--- src/rtl/complex_counter_pkg.sv ---
// complex_counter_pkg: shared mode constants, checker states and the 3-bit counter step function.
package complex_counter_pkg;
    localparam int  CNT_W     = 3;
    localparam logic MODE_BIN  = 1'b0;
    localparam logic MODE_GRAY = 1'b1;
    typedef enum logic [1:0] {IDLE, ACQUIRE, TRACK, LOCKED} chk_state_t;
    function automatic logic [CNT_W-1:0] next_count(input logic [CNT_W-1:0] value, input logic mode);
        logic [CNT_W-1:0] b;
        b = {value[2], value[2] ^ value[1], value[2] ^ value[1] ^ value[0]};
        b = (mode == MODE_GRAY ? b : value) + 3'd1;
        return mode == MODE_GRAY ? b ^ (b >> 1) : b;
    endfunction
endpackage

--- src/rtl/count_predictor.sv ---
// count_predictor: combinational next legal count for the binary/Gray counter.
import complex_counter_pkg::*;
module count_predictor (
    input  logic [CNT_W-1:0] prev_count,
    input  logic             prev_mode,
    output logic [CNT_W-1:0] expected_next
);
    assign expected_next = next_count(prev_count, prev_mode);
endmodule

--- config.mk ---
export PLATFORM = sky130hd
export DESIGN_NAME = count_predictor
export DESIGN_NICKNAME = d
export VERILOG_FILES = /design/src/rtl/complex_counter_pkg.sv /design/src/rtl/count_predictor.sv
export SDC_FILE = /design/constraint.sdc
export NUM_CORES = 1
export LEC_CHECK = 0
export CAP_MARGIN = 20
export CORE_AREA = 2 2 39 41
export DETAILED_ROUTE_END_ITERATION = 8
export DIE_AREA = 0 0 41 43
export GPL_ROUTABILITY_DRIVEN = 0
export SYNTH_ARGS = -nofsm -noshare
export SYNTH_HDL_FRONTEND = slang
export SYNTH_SLANG_ARGS = --single-unit
--- constraint.sdc ---
create_clock -name vclk -period 2.1
set_input_delay 0.21 -clock vclk [all_inputs]
set_output_delay 0.21 -clock vclk [all_outputs]
set_load 0.005 [all_outputs]
* Yosys cells after proc, flatten, opt, wreduce, memory -nomap -nowiden *
Index checks and enable logic that the tools add are counted.

word-level totals
  input port bits = 4
  logic and storage cells = 6
  register bits after elaboration = 0

operators by class
  mux-type cells = 2
  bitwise operators = 3
  add/sub/neg operators = 1

operator list
  operator               number
  $add A3 B1 Y3 const B  1
  $mux W3                1
  $xor A3 B2 Y3          1
  $mux W2                1
  $xor A1 B1 Y1          2

* Logic depth before layout (Yosys ltp) *
  depth in word-level cells = 6
  mapped depth = 7
  mapped depth without buffers = 7

* Least setup slack after synthesis *
OpenSTA, ideal clock, no wires.

  kind = input -> output
  from = in prev_count[1]
  to = out expected_next[1]
  required time = 1.890 ns
  stages = 7
  buffers on the path = 0
  arrival = 1.200 ns
  setup slack = 0.690 ns
  cell sequence = xor2_1 > nand2_1 > xnor2_1 > ha_1 > xor2_1 > nand2_1 > xnor2_1

on the way
  longest elaborated chain between the ends = 6

RTL lines
  element                      line                       RTL
  start: declaration           count_predictor.sv:4       input logic [CNT_W-1:0] prev_count,
  $xor A1 B1 Y1 (2 in series)  complex_counter_pkg.sv:9   b = {value[2], value[2] ^ value[1], value[2] ^ value[1] ^ value[0]};
  $mux W2 (*)                  complex_counter_pkg.sv:10  b = (mode == MODE_GRAY ? b : value) + 3'd1;
  $add A3 B1 Y3 (*)            complex_counter_pkg.sv:10
  $xor A3 B2 Y3                complex_counter_pkg.sv:11  return mode == MODE_GRAY ? b ^ (b >> 1) : b;
  $mux W3 (*)                  complex_counter_pkg.sv:11
  end: declaration             count_predictor.sv:6       output logic [CNT_W-1:0] expected_next

Every way passes the cells marked *; elsewhere a longest branch is shown, timed or not.

* Worst setup path in the final report *
  from = in prev_count[2]
  to = out expected_next[1]

on the way
  longest elaborated chain between the ends = 6

RTL lines
  element                      line
  $xor A1 B1 Y1 (2 in series)  complex_counter_pkg.sv:9
  $mux W2                      complex_counter_pkg.sv:10
  $add A3 B1 Y3 (*)            complex_counter_pkg.sv:10
  $xor A3 B2 Y3                complex_counter_pkg.sv:11
  $mux W3 (*)                  complex_counter_pkg.sv:11

Marks and branches as above.

==> results.md <==
- F_max: 0.517 GHz
- PwrDens: 296 nW/um^2
- Worst hold path class: in2out
- # hold bufs at CTS: 0
- Slew margin rel.: 87.7%
- M1 GR Usage: 6.33%
- GR Util met3: 0%
- Starting Density: 5.61%
- Post-Syn Instances: 10
- Simple-Gate Fraction of Synth Area: 14.5%
- Peak VDD IR: 75.2 uV
- Comb pwr share: 100.0%
- Initial antenna violation count: 0
- Final net count: 28
- Flop pwr share: 0%
- I/O pin count: 7
- Post-Synth Adder-Cell Area: 16.1%
- Vias/cell: 2.62
- Worst setup SP type: input pin
- Pre-CTS setup slack: -390 ps
- Max cap viols: 0
- P&R area growth vs syn: 152%
- Most frequent cells in the layout: dlygate4sd2_1, buf_4, nand2_1, xnor2_1
- XOR/XNOR Fraction of Synth Area: 56.5%
- Max-slew violations: 0
- Layout cell share with drive strength beyond 1: 19.0%
- Antenna diodes: 0
- Critical path buffers and inverters: 2
- Worst slew pin tran: 184 ps
- Warnings, synthesis: 0
- Seq cells: 0
- Post-DP Area: 198 um^2
- Fin crit period: 1930 ps
- Die X-Extent: 41 um
- DR vias: 97
- Largest net degree at the start of global routing: 4
- First-pass GRT wire length: 427 um
- Hold Vio Cnt, Final: 0
- DRC viols: 0
- Sequential fraction of the synthesis area: 0%
- Worst setup margin: 167 ps
- Crit-path cells: dlygate4sd2_1, xor2_1, nand2_1, xnor2_1, ha_1, xor2_1, nand2_1, xnor2_1, dlygate4sd2_1
- Avg WL per Cell: 5.89 um
- Post-DP HPWL: 181 um
- Final setup viols: 0
- Post-Syn Nets: 15
- Max incr delay on CP: 260 ps
- Post-synthesis mux area share: 12.9%
- Worst path slowest cell: dlygate4sd2_1
- Main combinational cell family by area after synthesis: XOR/XNOR gates
- Die span in y: 43 um
- Total track usage: 3.20%
- Setup TNS: 0 ps
- Congestion Overflow GR: 0
- Worst Path Arrival: 1720 ps
- Die area: 1760 um^2
- Number of clock buffers in the layout: 0
- Most Used Layer, Global Route: met1
- Final instance area: 195 um^2
- LEAKAGE: 0.0977 nW
- Fillers: 151
- Seq. cell area: 0 um^2
- Std-Cell Rows: 14
- Status: finished clean
- Final ANT Viol Nets: 0
- Crit path max-delay family: XOR/XNOR gates
- Buffers added on ports: 7
- WP data required: 1890 ps
- NetSw: 0.0211 mW
- Detailed router's first-iteration violation count: 0
- Synth Area in Compound Gates: 0%
- Final wirelength: 218 um
- Clock Power Share: 0%
- RSZ-0062 raised after global routing: false
- Final core utilization: 14.1%
- Crit share post-route: 92.0%
- DR pass1 iterations: 1
- Sw Share: 36.5%
- Max Fanout on Critical Path: 2
- Cell Int Power: 0.0367 mW
- Synth cell types: 5
- Vias in the first global route: 97
- Syn Area/Cell: 7.76 um^2
- Met2 GRT Util: 3.75%
- Crit Path Category: in2out
- Synth Cell Area: 77.6 um^2
- Nature of the critical path endpoint: output port
- Core Area: 1380 um^2
-- worst paths after layout --
check | start | to | slack, ps | cells after the start
worst max-delay path | prev_count[2] | expected_next[1] | 170 | 9
worst min-delay path | prev_count[2] | expected_next[2] | 1000 | 4
-- metrics by stage --
stage	cells	hold WS (ps)	total power [mW]
3_5_place_dp	37	1450	0.0678
6_report	37	1000	0.0577
3_3_place_gp	37	1430	0.0673
4_1_cts	36	1190	0.0572
2_1_floorplan	10	475	0.0242
5_1_grt	37	1040	0.0651
-- kinds of logic after synthesis --
group / Yosys count
mux: 1
xor+xnor: 5
fa+ha+maj: 1
simple gates: 3
-- timing repair --
action | 4_1_cts | 5_1_grt
gates resized for setup | 4 | 1
endpoints found under the setup margin | 2 | 2
setup buffers | 1 | 1
hold endpoints to repair | 0 | 0
pin swaps | 3 | 1
-- synthesized netlist by cell type (all sizes together) --
cell type | instances | area [um^2]
nand2 | 3 | 11.3
xnor2 | 3 | 26.3
xor2 | 2 | 17.5
ha | 1 | 12.5
mux2i | 1 | 10.0
-- worst min-delay path, stage by stage --
cell	delay, ps
dlygate4sd2_1	230
buf_4	120
xor2_1	80
dlymetal6s2s_1	150
-- metal layers --
layer  vias up  part of all wire [%]
li1         55                     -
met1        35                    68
met2         7                    20
met3         0                    12
met4         0                     0
met5         -                     0
-- final cells by class --
| cell class | count | area, um^2 | area share, % |
|---|---|---|---|
| multi-input cells | 10 | 77.6 | 39.7 |
| well taps | 16 | 20.0 | 10.3 |
| repair buffers | 11 | 97.6 | 50.0 |
-- power by group through the flow --
| stage | logic, mW | clock network [mW] | registers (mW) |
|---|---|---|---|
| 2_1_floorplan | 0.0242 | 0 | 0 |
| 4_1_cts | 0.0572 | 0 | 0 |
| 3_5_place_dp | 0.0678 | 0 | 0 |
| 5_1_grt | 0.0651 | 0 | 0 |
| 6_report | 0.0577 | 0 | 0 |
| 3_3_place_gp | 0.0673 | 0 | 0 |
Power figures use the tool's default switching activity.
